[config.mk]
export PLATFORM = sky130hd
export DESIGN_NAME = boot_ram_flat
export DESIGN_NICKNAME = d
export VERILOG_FILES = /design/src/rtl/boot_ram_if.sv /design/src/rtl/boot_ram.sv /design/src/flat_wrapper.sv
export SDC_FILE = /design/constraint.sdc
export NUM_CORES = 2
export LEC_CHECK = 0
export CORE_MARGIN = 2
export CORE_UTILIZATION = 35
export CTS_BUF_LIST = sky130_fd_sc_hd__clkbuf_16
export CTS_CLUSTER_SIZE = 24
export DETAILED_ROUTE_END_ITERATION = 10
export PLACE_DENSITY_LB_ADDON = 0.05
export SYNTH_ARGS = -nofsm -noshare
export SYNTH_HDL_FRONTEND = slang
export SYNTH_SLANG_ARGS = --single-unit
[constraint.sdc]
create_clock -name clk -period 23 [get_ports clk]
set_input_delay 5.75 -clock clk [delete_from_list [all_inputs] [get_ports clk]]
set_output_delay 5.75 -clock clk [all_outputs]
set_load 0.005 [all_outputs]
[src/rtl/boot_ram_if.sv]
// boot_ram_if: byte-wide bus bundle between the boot loader / CPU core side
// (master) and the boot_ram memory (slave).
//   ld_valid  : loader byte valid               (master -> slave)
//   ld_data   : loader byte                     (master -> slave)
//   ld_last   : marks the final byte of a load  (master -> slave)
//   ld_ready  : memory accepts a loader byte    (slave  -> master)
//   cpu_addr  : core address                    (master -> slave)
//   cpu_wdata : core write data                 (master -> slave)
//   cpu_we    : core write enable               (master -> slave)
//   cpu_rdata : registered read data            (slave  -> master)
interface boot_ram_if;
  logic       ld_valid;
  logic [7:0] ld_data;
  logic       ld_last;
  logic       ld_ready;
  logic [7:0] cpu_addr;
  logic [7:0] cpu_wdata;
  logic       cpu_we;
  logic [7:0] cpu_rdata;

  modport master (
    output ld_valid, ld_data, ld_last, cpu_addr, cpu_wdata, cpu_we,
    input  ld_ready, cpu_rdata
  );

  modport slave (
    input  ld_valid, ld_data, ld_last, cpu_addr, cpu_wdata, cpu_we,
    output ld_ready, cpu_rdata
  );
endinterface

[src/rtl/boot_ram.sv]
// boot_ram: 256x8 program/data memory for the eightbit CPU core with a
// built-in boot loader. After reset (or a reload request) an external byte
// stream is written from address 0 upward, the remainder of memory is then
// zero-filled, and only then is cpu_run raised to release the core.
//   clk      : single clock, rising edge
//   rst      : asynchronous, active-high reset
//   reload   : single-cycle request to restart loading (overrides everything)
//   bus      : loader stream + CPU byte bus (boot_ram_if.slave)
//   cpu_run  : registered, high exactly while memory is valid (RUN state)
//   ld_count : bytes written by the most recent load (0..256)
module boot_ram #(
  parameter int LOAD_LEN = 256  // max bytes per load, 1..256
) (
  input  logic            clk,
  input  logic            rst,
  input  logic            reload,
  boot_ram_if.slave       bus,
  output logic            cpu_run,
  output logic [8:0]      ld_count
);

  localparam logic [1:0] ST_LOAD = 2'd0;
  localparam logic [1:0] ST_ZERO = 2'd1;
  localparam logic [1:0] ST_RUN  = 2'd2;

  // ld_count value at which the next accepted byte is forced to be final.
  localparam logic [8:0] LAST_COUNT = 9'(LOAD_LEN - 1);

  logic [7:0] mem [256];

  logic [1:0] state_q,     state_d;
  logic [7:0] ptr_q,       ptr_d;
  logic [8:0] ld_count_q,  ld_count_d;
  logic       ld_ready_q,  ld_ready_d;
  logic       cpu_run_q,   cpu_run_d;
  logic [7:0] cpu_rdata_q, cpu_rdata_d;

  logic       mem_we;
  logic [7:0] mem_waddr;
  logic [7:0] mem_wdata;

  logic       ld_accept;
  logic       ld_final;

  // ld_ready_q is only ever high in LOAD, so it alone qualifies the handshake;
  // ld_last is meaningless without ld_valid because ld_accept gates its use.
  assign ld_accept = ld_ready_q && bus.ld_valid;
  assign ld_final  = bus.ld_last || (ld_count_q == LAST_COUNT);

  always_comb begin
    // NOTE: every signal assigned here gets a default first so no path leaves
    // it unassigned; otherwise synthesis infers a latch.
    state_d     = state_q;
    ptr_d       = ptr_q;
    ld_count_d  = ld_count_q;
    mem_we      = 1'b0;
    mem_waddr   = ptr_q;
    mem_wdata   = 8'h00;
    cpu_rdata_d = 8'h00;

    if (reload) begin
      // Restart wins over any handshake, ZERO write or CPU access this cycle.
      state_d    = ST_LOAD;
      ptr_d      = 8'h00;
      ld_count_d = 9'd0;
    end else begin
      case (state_q)
        ST_LOAD: begin
          if (ld_accept) begin
            mem_we     = 1'b1;
            mem_wdata  = bus.ld_data;
            ptr_d      = ptr_q + 8'd1;
            ld_count_d = ld_count_q + 9'd1;
            if (ld_final) begin
              // A final byte at the top address leaves nothing to zero-fill.
              state_d = (ptr_q == 8'hFF) ? ST_RUN : ST_ZERO;
            end
          end
        end

        ST_ZERO: begin
          mem_we = 1'b1;
          ptr_d  = ptr_q + 8'd1;
          if (ptr_q == 8'hFF) begin
            state_d = ST_RUN;
          end
        end

        ST_RUN: begin
          if (bus.cpu_we) begin
            mem_we      = 1'b1;
            mem_waddr   = bus.cpu_addr;
            mem_wdata   = bus.cpu_wdata;
            // Write-first: the read of the address being written sees new data.
            cpu_rdata_d = bus.cpu_wdata;
          end else begin
            cpu_rdata_d = mem[bus.cpu_addr];
          end
        end

        default: begin
          state_d = ST_LOAD;
        end
      endcase
    end

    // Status outputs are registered alongside the state they describe.
    ld_ready_d = (state_d == ST_LOAD);
    cpu_run_d  = (state_d == ST_RUN);
  end

  // NOTE: sequential state uses non-blocking assignments so every flop samples
  // the pre-edge values, independent of statement order.
  always_ff @(posedge clk or posedge rst) begin
    if (rst) begin
      state_q     <= ST_LOAD;
      ptr_q       <= 8'h00;
      ld_count_q  <= 9'd0;
      ld_ready_q  <= 1'b0;
      cpu_run_q   <= 1'b0;
      cpu_rdata_q <= 8'h00;
    end else begin
      state_q     <= state_d;
      ptr_q       <= ptr_d;
      ld_count_q  <= ld_count_d;
      ld_ready_q  <= ld_ready_d;
      cpu_run_q   <= cpu_run_d;
      cpu_rdata_q <= cpu_rdata_d;
    end
  end

  // NOTE: the array is deliberately not reset; a reset port would prevent RAM
  // inference. The ZERO pass is what gives it defined contents.
  always_ff @(posedge clk) begin
    if (mem_we) begin
      mem[mem_waddr] <= mem_wdata;
    end
  end

  assign bus.ld_ready  = ld_ready_q;
  assign bus.cpu_rdata = cpu_rdata_q;
  assign cpu_run       = cpu_run_q;
  assign ld_count      = ld_count_q;

endmodule

[src/flat_wrapper.sv]
// flat-port wrapper written by rule: the top's interface ports become plain ports
module boot_ram_flat 
#(
  parameter int LOAD_LEN = 256                               
)
  (clk, rst, reload, cpu_run, ld_count, bus_ld_valid, bus_ld_data, bus_ld_last, bus_cpu_addr, bus_cpu_wdata, bus_cpu_we, bus_ld_ready, bus_cpu_rdata);
  boot_ram_if bus_i ();
  input  logic clk;
  input  logic rst;
  input  logic reload;
  output logic cpu_run;
  output logic [8:0] ld_count;
  input wire logic [$bits(bus_i.ld_valid)-1:0] bus_ld_valid;
  input wire logic [$bits(bus_i.ld_data)-1:0] bus_ld_data;
  input wire logic [$bits(bus_i.ld_last)-1:0] bus_ld_last;
  input wire logic [$bits(bus_i.cpu_addr)-1:0] bus_cpu_addr;
  input wire logic [$bits(bus_i.cpu_wdata)-1:0] bus_cpu_wdata;
  input wire logic [$bits(bus_i.cpu_we)-1:0] bus_cpu_we;
  output wire logic [$bits(bus_i.ld_ready)-1:0] bus_ld_ready;
  output wire logic [$bits(bus_i.cpu_rdata)-1:0] bus_cpu_rdata;
  assign bus_i.ld_valid = bus_ld_valid;
  assign bus_i.ld_data = bus_ld_data;
  assign bus_i.ld_last = bus_ld_last;
  assign bus_i.cpu_addr = bus_cpu_addr;
  assign bus_i.cpu_wdata = bus_cpu_wdata;
  assign bus_i.cpu_we = bus_cpu_we;
  assign bus_ld_ready = bus_i.ld_ready;
  assign bus_cpu_rdata = bus_i.cpu_rdata;
  boot_ram #(.LOAD_LEN(LOAD_LEN)) u_core (.clk(clk), .rst(rst), .reload(reload), .bus(bus_i), .cpu_run(cpu_run), .ld_count(ld_count));
endmodule
==> impl_metrics.env <==
export IMPL_yosysTopAreaCell="edfxtp_1"
export IMPL_powerDensity_nw_per_um2=86.7
export IMPL_cts_buffer_depth=3
export IMPL_grt_pass1_wl_mm=349
export IMPL_power_total_uw=8050
export IMPL_vias=40909
export IMPL_skew_ns=0.0493
export IMPL_clk_pin_slew_ns=0.06
export IMPL_syn_cell_area_um2=82100
export IMPL_cts_setup_buffers=0
export IMPL_grt_max_degree=193
export IMPL_syn_nets=4178
export IMPL_drv_cap=0
export IMPL_drive_above_1_share=0.175
export IMPL_crit_fanout=85
export IMPL_dp_hpwl_mm=153
export IMPL_start_util=0.353
export IMPL_peakVddDrop_uv=77.6
export IMPL_ctsHoldBuffers=0
export IMPL_postRouteAntennaNets=0
export IMPL_relSlewSlack=0.0485
export IMPL_critPathBufInv=5
export IMPL_clock_sinks=2077
export IMPL_path_depth=12
export IMPL_pin_count=49
export IMPL_core_um2=233000
export IMPL_dp_slack_ns=11.57
export IMPL_fin_ws_ns=12.59
export IMPL_drv_slew=0
export IMPL_avgRoutedWirePerCell_um=33.0
export IMPL_post_route_period_util=0.452
export IMPL_whs_path_depth=2
export IMPL_tightest_slew_ns=1.42
export IMPL_drc=0
export IMPL_period_needed_ns=10.41
export IMPL_dieWidth_um=488
export IMPL_seq_area_frac_synth=0.758
export IMPL_num_nets_final=4312
export IMPL_gp_congestion=0.787
export IMPL_cts_tree="yes"
export IMPL_antenna_found_initial=8
export IMPL_pwr_share_clk=0.440
export IMPL_fp_row_count=177
export IMPL_vias_per_cell=5.38
export IMPL_htree_levels=4
export IMPL_cts_repair_resized=0
export IMPL_drt_pre_antenna_iters=8
export IMPL_io_buffers=48
export IMPL_rsz0062_at_grt="no"
export IMPL_area_growth_pct=13.1
export IMPL_syn_area_per_cell_um2=19.8
export IMPL_synth_edf_count=2048
export IMPL_synthTopCellsByCount="edfxtp_1, mux2i_1, nor2_1"
export IMPL_cp_start_kind="input pin"
export IMPL_critPathSlowestCell="nor4_1"
export IMPL_combPwrFrac=0.044
export IMPL_hold_violations=0
export IMPL_synthCells=4145
export IMPL_cts_buffers=226
export IMPL_drtIter0Drc=3552
export IMPL_grt_pass1_vias=41655
export IMPL_p_leak_uw=0.0314
export IMPL_crit_required_ns=23.76
export IMPL_cp_end_kind="register"
export IMPL_ys_types=73
export IMPL_setup_violations=0
export IMPL_setup_tns_final_ns=0
export IMPL_reg2reg_depth=6
export IMPL_totalWireLength_mm=251
export IMPL_cp_slowest_stage_delay_ns=0.93
export IMPL_synthTopCellsByArea="edfxtp_1, mux4_2, mux2i_1"
export IMPL_fmax_ghz=0.0961
export IMPL_synth_most_common_cell="edfxtp_1"
export IMPL_p_switching_uw=1790
export IMPL_hp_class="register to register"
export IMPL_dieArea_um2=239000
export IMPL_async_flop_share=0.0140
export IMPL_grt_remaining_overflow=0
export IMPL_die_height_um=488
export IMPL_p_int_uw=6260
export IMPL_netlist_area_leader_share=0.749
export IMPL_crit_top_cell="buf_4"
export IMPL_critical_path_class="input pin to register"
export IMPL_outcome="completed"
export IMPL_yosysWarnings=0
export IMPL_fill_cells=21084
export IMPL_path_delay_family="buffers and inverters"
export IMPL_clk_latency_ns=0.87
export IMPL_power_share_sequential=0.515
export IMPL_arrival_ns=11.17
export IMPL_switching_share=0.222
export IMPL_ys_flop_type="edfxtp_1"
export IMPL_critical_path_cell_chain="buf_8 > buf_4 > buf_4 > buf_12 > buf_4 > mux2i_1 > o22ai_1 > nor2_1 > a22oi_1 > a31oi_1 > nor4_1 > a311o_1"
export IMPL_cts_root_buf="clkbuf_16"
export IMPL_grt_util_all_layers=0.209
export IMPL_ys_seq_elements=2077
-- layout by cell type, fill, tap and decap left out, types with 43 or more instances in the layout --
| cell type | netlist | layout |
|---|---|---|
| o21ai_0 | 52 | 52 |
| clkdlybuf4s50_1 | 0 | 43 |
| o221ai_1 | 56 | 56 |
| edfxtp_1 | 2048 | 2048 |
| clkinv_2 | 0 | 50 |
| mux4_1 | 55 | 55 |
| clkbuf_16 | 0 | 226 |
| mux2i_1 | 329 | 329 |
| nand3_1 | 62 | 60 |
| o22ai_1 | 99 | 99 |
| nor2_1 | 315 | 305 |
| mux4_2 | 314 | 314 |
| buf_4 | 31 | 96 |
| nand2_1 | 164 | 163 |
| clkinv_1 | 0 | 64 |
| a21oi_1 | 59 | 59 |
-- per-stage QoR --
stage / util / std cells / hold slack (ns) / cell area (um^2)
2_1_floorplan: - / 4145 / 0.541 / 82100
3_3_place_gp: 0.367 / 7180 / 0.543 / 85600
3_5_place_dp: 0.368 / 7183 / 0.571 / 85600
4_1_cts: 0.399 / 7600 / 0.582 / 92900
5_1_grt: 0.399 / 7602 / 0.622 / 92900
6_report: 0.399 / 7603 / 0.564 / 92900
-- routing by layer --
layer | routed length (um) | track usage | vias up
li1 | - | - | 17388
met1 | 113000 | 0.293 | 22281
met2 | 122000 | 0.346 | 948
met3 | 9680 | 0.0294 | 292
met4 | 5740 | 0.0496 | 0
met5 | 0 | 0 | -
-- flip-flops by register name (all words and copies together), names as in the netlist --
name and count:
u_core.state_q 2, u_core.ld_count 9, u_core.cpu_run 1, u_core.mem 2048
u_core.ptr_q 8, u_core.bus.cpu_rdata 8, u_core.bus.ld_ready 1
-- worst register-to-register path, stage by stage (launching register included) --
cell     delay, ns
dfrtp_1       0.50
nor3b_2       0.22
buf_4         0.24
nand2_1       0.37
o31ai_1       0.78
nand2_1       0.89
nor2_1        1.17
-- logic make-up (layout without fill, tap and decap cells) --
kind of cell	after synthesis	in the layout	share of synthesized area
AO/OA/AOI/OAI	430	430	0.0367
XOR/XNOR	13	13	0.00139
adder cells (fa/ha/maj)	3	3	0.000457
buffers and inverters	252	575	0.0240
flip-flops	2077	2077	0.758
multiplexers	700	700	0.144
other	0	3	0
AND/OR/NAND/NOR	670	670	0.0358
-- power by group through the flow --
stage / clock network (uW) / registers [uW] / logic (uW)
5_1_grt: 3780 / 4150 / 376
2_1_floorplan: 0 / 4240 / 219
3_3_place_gp: 0 / 4230 / 365
4_1_cts: 3630 / 4150 / 365
3_5_place_dp: 0 / 4230 / 365
6_report: 3550 / 4150 / 356
-- path summary, 6_finish.rpt --
| kind | slack, ns | end | start |
|---|---|---|---|
| max | 12.59 | u_core.bus.cpu_rdata[2]$_DFF_PP0_ | bus_cpu_addr[0] |
| min | 0.56 | u_core.ld_count[5]$_DFFE_PP0P_ | u_core.ld_count[5]$_DFFE_PP0P_ |
| max reg2reg | 18.43 | u_core.mem[95][5]$_DFFE_PP_ | u_core.state_q[1]$_DFF_PP0_ |
| min reg2reg | 0.56 | u_core.ld_count[5]$_DFFE_PP0P_ | u_core.ld_count[5]$_DFFE_PP0P_ |
| max in group asynchronous | 16.89 | u_core.bus.cpu_rdata[2]$_DFF_PP0_ | rst |
| min in group asynchronous | 5.43 | u_core.ld_count[3]$_DFFE_PP0P_ | rst |
-- final cells by class --
class	count	area (um^2)	share of cell area
sequential	2077	62200	0.670
multi-input combinational	1816	18100	0.195
clock buffer	226	5660	0.0609
tap	3132	3920	0.0422
clock inverter	191	1580	0.0170
timing repair buffer	154	1380	0.0148
inverter	4	21.3	0.000229
antenna	3	7.51	0.0000808
Note: power is estimated with default switching activity, not from simulation.
